--- config.mk ---
export PLATFORM = sky130hd
export DESIGN_NAME = port_stream_device
export DESIGN_NICKNAME = d
export VERILOG_FILES = /design/src/rtl/port_stream_device.sv
export SDC_FILE = /design/constraint.sdc
export NUM_CORES = 1
export LEC_CHECK = 0
export ABC_AREA = 1
export BUFFER_PORTS_ARGS = -buffer_cell sky130_fd_sc_hd__buf_4
export CORE_UTILIZATION = 45
export DETAILED_ROUTE_END_ITERATION = 10
export MAX_ROUTING_LAYER = met4
export PLACE_DENSITY = 0.64
export SLEW_MARGIN = 20
export SYNTH_ARGS = -nofsm -noshare
export SYNTH_HDL_FRONTEND = slang
export SYNTH_SLANG_ARGS = --single-unit
--- constraint.sdc ---
create_clock -name clk -period 3.45 [get_ports clk]
set_clock_uncertainty 0.2 [all_clocks]
set_input_delay 0.69 -clock clk [delete_from_list [all_inputs] [get_ports clk]]
set_output_delay 0.69 -clock clk [all_outputs]
set_load 0.005 [all_outputs]
--- src/rtl/port_stream_device.sv ---
// CPU I/O port peripheral bridging port writes/reads to two 16-bit valid/ready
// streams: an outbound FIFO fed by CPU PUSH commands and an inbound FIFO drained by CPU reads.
module port_stream_device #(
    parameter int DEPTH = 8,
    parameter int CNT_W = $clog2(DEPTH) + 1
) (
    input  logic             clk,
    input  logic             rst_n,
    input  logic [1:0][15:0] port_d_out,
    input  logic             port_inform_write,
    input  logic             port_inform_read,
    output logic [1:0][15:0] port_d_in,
    input  logic [15:0]      host_in_data,
    input  logic             host_in_valid,
    output logic             host_in_ready,
    output logic [15:0]      host_out_data,
    output logic             host_out_valid,
    input  logic             host_out_ready
);

    localparam int PTR_W = $clog2(DEPTH);
    localparam logic [15:0] CMD_PUSH   = 16'h0001;
    localparam logic [15:0] CMD_FLUSH  = 16'h0002;
    localparam logic [15:0] CMD_CLRERR = 16'h0003;
    localparam logic [CNT_W-1:0] FULL_CNT = CNT_W'(DEPTH);

    logic [15:0]      out_mem [DEPTH];
    logic [15:0]      in_mem  [DEPTH];
    logic [PTR_W-1:0] out_wr, out_rd, in_wr, in_rd;
    logic [CNT_W-1:0] out_cnt, in_cnt;
    logic             ovf, unf, badcmd;

    logic cmd_push, cmd_flush, cmd_clrerr, cmd_bad;
    logic out_empty, out_full, in_empty, in_full;
    logic out_push, out_pop, in_push, in_pop;
    logic ovf_evt, unf_evt;

    always_comb begin
        cmd_push   = port_inform_write && (port_d_out[1] == CMD_PUSH);
        cmd_flush  = port_inform_write && (port_d_out[1] == CMD_FLUSH);
        cmd_clrerr = port_inform_write && (port_d_out[1] == CMD_CLRERR);
        cmd_bad    = port_inform_write && !(cmd_push || cmd_flush || cmd_clrerr);

        out_empty  = (out_cnt == '0);
        out_full   = (out_cnt == FULL_CNT);
        in_empty   = (in_cnt == '0);
        in_full    = (in_cnt == FULL_CNT);

        // A host pop frees a slot in the same cycle, so a PUSH into a full FIFO still lands.
        out_pop    = host_out_ready && !out_empty;
        out_push   = cmd_push && (!out_full || out_pop);
        ovf_evt    = cmd_push && out_full && !out_pop;

        in_push    = host_in_valid && !in_full;
        in_pop     = port_inform_read && !in_empty;
        unf_evt    = port_inform_read && in_empty && !cmd_flush;
    end

    // FLUSH overrides every same-cycle push and pop; handshakes still complete on the wire.
    always_ff @(posedge clk) begin
        if (!rst_n) begin
            out_wr  <= '0;
            out_rd  <= '0;
            out_cnt <= '0;
            in_wr   <= '0;
            in_rd   <= '0;
            in_cnt  <= '0;
        end else if (cmd_flush) begin
            out_wr  <= '0;
            out_rd  <= '0;
            out_cnt <= '0;
            in_wr   <= '0;
            in_rd   <= '0;
            in_cnt  <= '0;
        end else begin
            if (out_push) out_wr <= out_wr + 1'b1;
            if (out_pop)  out_rd <= out_rd + 1'b1;
            if (in_push)  in_wr  <= in_wr + 1'b1;
            if (in_pop)   in_rd  <= in_rd + 1'b1;
            out_cnt <= out_cnt + CNT_W'(out_push) - CNT_W'(out_pop);
            in_cnt  <= in_cnt + CNT_W'(in_push) - CNT_W'(in_pop);
        end
    end

    always_ff @(posedge clk) begin
        if (rst_n && !cmd_flush) begin
            if (out_push) out_mem[out_wr] <= port_d_out[0];
            if (in_push)  in_mem[in_wr]   <= host_in_data;
        end
    end

    // A new error event wins over a same-cycle CLRERR.
    always_ff @(posedge clk) begin
        if (!rst_n) begin
            ovf    <= 1'b0;
            unf    <= 1'b0;
            badcmd <= 1'b0;
        end else begin
            ovf    <= (ovf && !cmd_clrerr) || ovf_evt;
            unf    <= (unf && !cmd_clrerr) || unf_evt;
            badcmd <= (badcmd && !cmd_clrerr) || cmd_bad;
        end
    end

    always_comb begin
        host_out_valid = !out_empty;
        host_out_data  = out_empty ? 16'h0000 : out_mem[out_rd];
        host_in_ready  = !in_full;
        port_d_in[0]   = in_empty ? 16'h0000 : in_mem[in_rd];
        port_d_in[1]   = {8'(in_cnt), 3'b000, badcmd, unf, ovf, out_full, !in_empty};
    end

endmodule

==> impl_metrics.xml <==
<?xml version="1.0" encoding="UTF-8"?>
<metrics>
  <group name="critical_path">
    <metric name="crit_required" unit="ps">2560</metric>
    <metric name="cp.arrival" unit="ps">2280</metric>
    <metric name="regToRegEndpoint" unit="">in_cnt[2]</metric>
    <metric name="worstSetupEndpointType" unit="">output pin</metric>
    <metric name="crit_path_cell_trace" unit="">inv_2, nor2_1, o21ai_0, o21ai_0, nor2_1, buf_4</metric>
    <metric name="timing.critical_path.slowest_stage_cell" unit="">inv_2</metric>
    <metric name="timing.reg2reg.worst_path_depth" unit="">12</metric>
    <metric name="setup.worst_path.class" unit="">flop to output pin</metric>
    <metric name="setup.worst_path.start_class" unit="">flop</metric>
    <metric name="r2r-start" unit="">in_cnt[2]</metric>
    <metric name="cpPeakStageDelay" unit="ps">620</metric>
    <metric name="crit_fanout" unit="">48</metric>
    <metric name="reg2reg_slack" unit="ps">680</metric>
  </group>
  <group name="logic_synthesis">
    <metric name="synthXorXnorAreaFrac" unit="%">0.3743</metric>
    <metric name="yosys_warnings" unit="">0</metric>
    <metric name="synthSimpleGateAreaFrac" unit="%">10.93</metric>
    <metric name="largest_family_of_logic_cells_by_synthesized_area" unit="">simple AND/OR/NAND/NOR gates</metric>
    <metric name="synth_area" unit="um^2">11700</metric>
    <metric name="ys_top_cells_by_area" unit="">edfxtp_1 (66%), nor2_1 (7.5%), dfxtp_1 (5.0%)</metric>
    <metric name="yosysTopAreaCell" unit="">edfxtp_1</metric>
    <metric name="synth_cell_type_count" unit="">36</metric>
    <metric name="post_synth_most_frequent_cells" unit="">edfxtp_1 (256), nor2_1 (234), o21ai_0 (111), o21ai_1 (50), nand2_1 (41)</metric>
    <metric name="synthAdderAreaFrac" unit="%">1.947</metric>
    <metric name="ys_flop_type" unit="">edfxtp_1</metric>
    <metric name="synth_largest_type_area_fraction" unit="%">65.71</metric>
    <metric name="netlist_instances" unit="">950</metric>
    <metric name="edff_count_synth" unit="">256</metric>
    <metric name="synth-compound-area-share" unit="%">9.155</metric>
    <metric name="async_flop_share" unit="%">0</metric>
    <metric name="seq_area_frac_synth" unit="%">70.67</metric>
    <metric name="muxShareOfSynthArea" unit="%">2.738</metric>
    <metric name="ff_latch_count_synth" unit="">285</metric>
    <metric name="most_frequently_used_cell_type_in_the_post_synthesis_netlist" unit="">edfxtp_1</metric>
    <metric name="syn_area_per_cell" unit="um^2">12.31</metric>
  </group>
  <group name="final_layout">
    <metric name="num_antenna_cells" unit="">0</metric>
    <metric name="regArea" unit="um^2">8273</metric>
    <metric name="finalNetCount" unit="">1120</metric>
    <metric name="multiInputGateArea" unit="um^2">2968</metric>
    <metric name="fillerInstances" unit="">2134</metric>
    <metric name="layout-area-overhead-vs-synth" unit="%">17.13</metric>
    <metric name="drive_gt1_share" unit="%">17.52</metric>
    <metric name="final-instance-count-excl-fill" unit="">1403</metric>
  </group>
  <group name="grt">
    <metric name="grt_first_pass_wirelength" unit="mm">37.05</metric>
    <metric name="grt_max_degree" unit="">65</metric>
    <metric name="grt_antenna_before_repair" unit="">0</metric>
    <metric name="globalRouteOverflowTotal" unit="">0</metric>
    <metric name="grt_pass1_vias" unit="">6923</metric>
    <metric name="grt_use_total" unit="%">18.60</metric>
  </group>
  <group name="timing">
    <metric name="min_period" unit="ps">3171</metric>
    <metric name="fin_worst_hold_slack" unit="ps">170.4</metric>
    <metric name="final_min_period_over_clock_period" unit="%">91.92</metric>
    <metric name="final.setup.tns" unit="ps">0</metric>
    <metric name="final_hold_viol_count" unit="">0</metric>
    <metric name="drv_slew" unit="">0</metric>
    <metric name="unrepaired_setup_endpoints_after_global_routing" unit="">no</metric>
    <metric name="maximum_frequency_from_static_timing_analysis" unit="GHz">0.3153</metric>
    <metric name="setup-violations-final" unit="">0</metric>
    <metric name="tightestPinTransition" unit="ps">886.7</metric>
    <metric name="worst_slew_margin_rel" unit="%">40.80</metric>
    <metric name="setup_ws" unit="ps">278.8</metric>
  </group>
  <group name="min_path">
    <metric name="worstHoldPathType" unit="">input pin to flop</metric>
    <metric name="hold_end" unit="">in_mem[2][11]</metric>
    <metric name="worstHoldStart" unit="">host_in_data[11]</metric>
    <metric name="whs_path_depth" unit="">1</metric>
  </group>
  <group name="clock_network">
    <metric name="tritoncts.num_buffers" unit="">30</metric>
    <metric name="postCtsSetupBuffers" unit="">0</metric>
    <metric name="ctsHtreeMaxLevel" unit="">1</metric>
    <metric name="postCtsResizedCells" unit="">0</metric>
    <metric name="clock_slew_seen_by_the_registers_of_the_worst_setup_and_hold_paths" unit="ps">60</metric>
    <metric name="clk_latency" unit="ps">550</metric>
    <metric name="cts-root-buf" unit="">clkbuf_16</metric>
    <metric name="tritoncts" unit="">built</metric>
    <metric name="cts_num_sinks" unit="">285</metric>
    <metric name="cts-hold-fix-buffers" unit="">0</metric>
    <metric name="number_of_buffers_between_clock_root_and_the_deepest_sink" unit="">3</metric>
  </group>
  <group name="floorplanning">
    <metric name="pin_count" unit="">104</metric>
    <metric name="core.rowCount" unit="">58</metric>
    <metric name="fp.dieW" unit="um">163.2</metric>
    <metric name="start_util" unit="%">46.19</metric>
    <metric name="die_height" unit="um">163.2</metric>
    <metric name="die_area" unit="um^2">26650</metric>
    <metric name="floorplan.core_area" unit="um^2">25330</metric>
  </group>
  <group name="detailed_routing">
    <metric name="detailed_routing_iterations_pass_1" unit="">5</metric>
    <metric name="drtIter0Drc" unit="">531</metric>
    <metric name="post-route-drc-count" unit="">0</metric>
    <metric name="final_antenna_violating_net_count" unit="">0</metric>
    <metric name="routed_wirelength" unit="mm">23.69</metric>
    <metric name="routed-via-count" unit="">7287</metric>
    <metric name="via_per_instance_ratio" unit="">5.194</metric>
    <metric name="routed_wire_length_per_instance" unit="um">16.89</metric>
  </group>
  <group name="run">
    <metric name="max_cap_violations" unit="">0</metric>
  </group>
  <group name="placement">
    <metric name="dp_worst_setup_slack" unit="ps">680.8</metric>
    <metric name="placed_cell_count" unit="">1347</metric>
    <metric name="hpwl" unit="mm">13.12</metric>
    <metric name="place.port_buffers" unit="">96</metric>
    <metric name="gp_congestion" unit="">0.7704</metric>
  </group>
  <group name="power">
    <metric name="power_density_relative_to_cell_area" unit="nW/um^2">690.1</metric>
    <metric name="p_leak" unit="nW">4.896</metric>
    <metric name="ir_worst_vdd" unit="mV">0.4789</metric>
  </group>
  <group name="outcome">
    <metric name="run_status" unit="">complete, no violations</metric>
  </group>
</metrics>
==> worst max-delay path, delay by kind of cell (launching register included) <==
| family | cells | cell delay (ps) |
|---|---|---|
| and+or+nand+nor | 2 | 350 |
| AOI/OAI and AO/OA | 2 | 270 |
| DFF | 1 | 330 |
| buffers and inverters | 2 | 780 |
==> kinds of logic after synthesis <==
family                     Yosys count
other                                1
AOI/OAI and AO/OA                  206
and+or+nand+nor                    311
muxes                               32
buffers and inverters               93
DFF                                285
xor gates and xnor gates             5
adders and majority gates           17
==> area by class of cell <==
cell class | count | share of cell area (%)
Multi-Input combinational cell | 578 | 21.66
Inverter | 34 | 0.9313
Clock buffer | 42 | 6.108
Timing Repair Buffer | 120 | 6.784
Clock inverter | 14 | 1.132
Tap cell | 330 | 3.013
Sequential cell | 285 | 60.37
==> per-layer routing <==
layer	global-route usage, %	vias up	wire length [um]	share of wire [%]
li1	-	3559	-	-
met1	24.46	3479	10530	44
met2	30.01	204	11300	48
met3	2.590	45	1327	5.6
met4	5.607	0	529	2.2
met5	-	-	0	0
==> flip-flops by register name (all words and copies together), names as in the netlist, named ones only <==
| register | count |
|---|---|
| in_rd | 3 |
| ovf | 1 |
| out_wr | 3 |
| in_wr | 3 |
| out_cnt | 4 |
| out_rd | 3 |
| unf | 1 |
| in_cnt | 4 |
| out_mem | 128 |
| badcmd | 1 |
| in_mem | 128 |
==> power breakdown <==
| group | internal, W | total, W | switching [W] |
|---|---|---|---|
| registers | 0.00388 | 0.00396 | 0.0000828 |
| logic | 0.000959 | 0.00231 | 0.00135 |
| clock network | 0.00191 | 0.00319 | 0.00127 |
==> layout by cell type (no fill, tap or decap), drive strengths merged, types with 15 or more instances in the layout <==
cell type  count
nor2         237
clkbuf        42
inv           34
buf          120
nand2         45
mux2i         32
o22ai         32
dfxtp         29
edfxtp       256
o21ai        161
nand3         17
ha            15
==> how the worst max path moves through the flow <==
stage / to / cells after the start
after floorplan: out_mem[0][0] / 6
after global placement: port_d_in[15] / 8
after detailed placement: in_cnt[2] / 12
after CTS: port_d_in[15] / 8
after global routing: port_d_in[14] / 6
final: port_d_in[15] / 6
==> stage by stage <==
stage / cell area [um^2] / utilization, % / power [W]
floorplan: 11720 / - / 0.005517
global placement: 12710 / 50.17 / 0.006315
detailed placement: 12710 / 50.17 / 0.006355
CTS: 13700 / 54.09 / 0.009525
global route: 13700 / 54.11 / 0.009944
finish: 13700 / 54.11 / 0.009456
(Power assumes the default switching activity.)
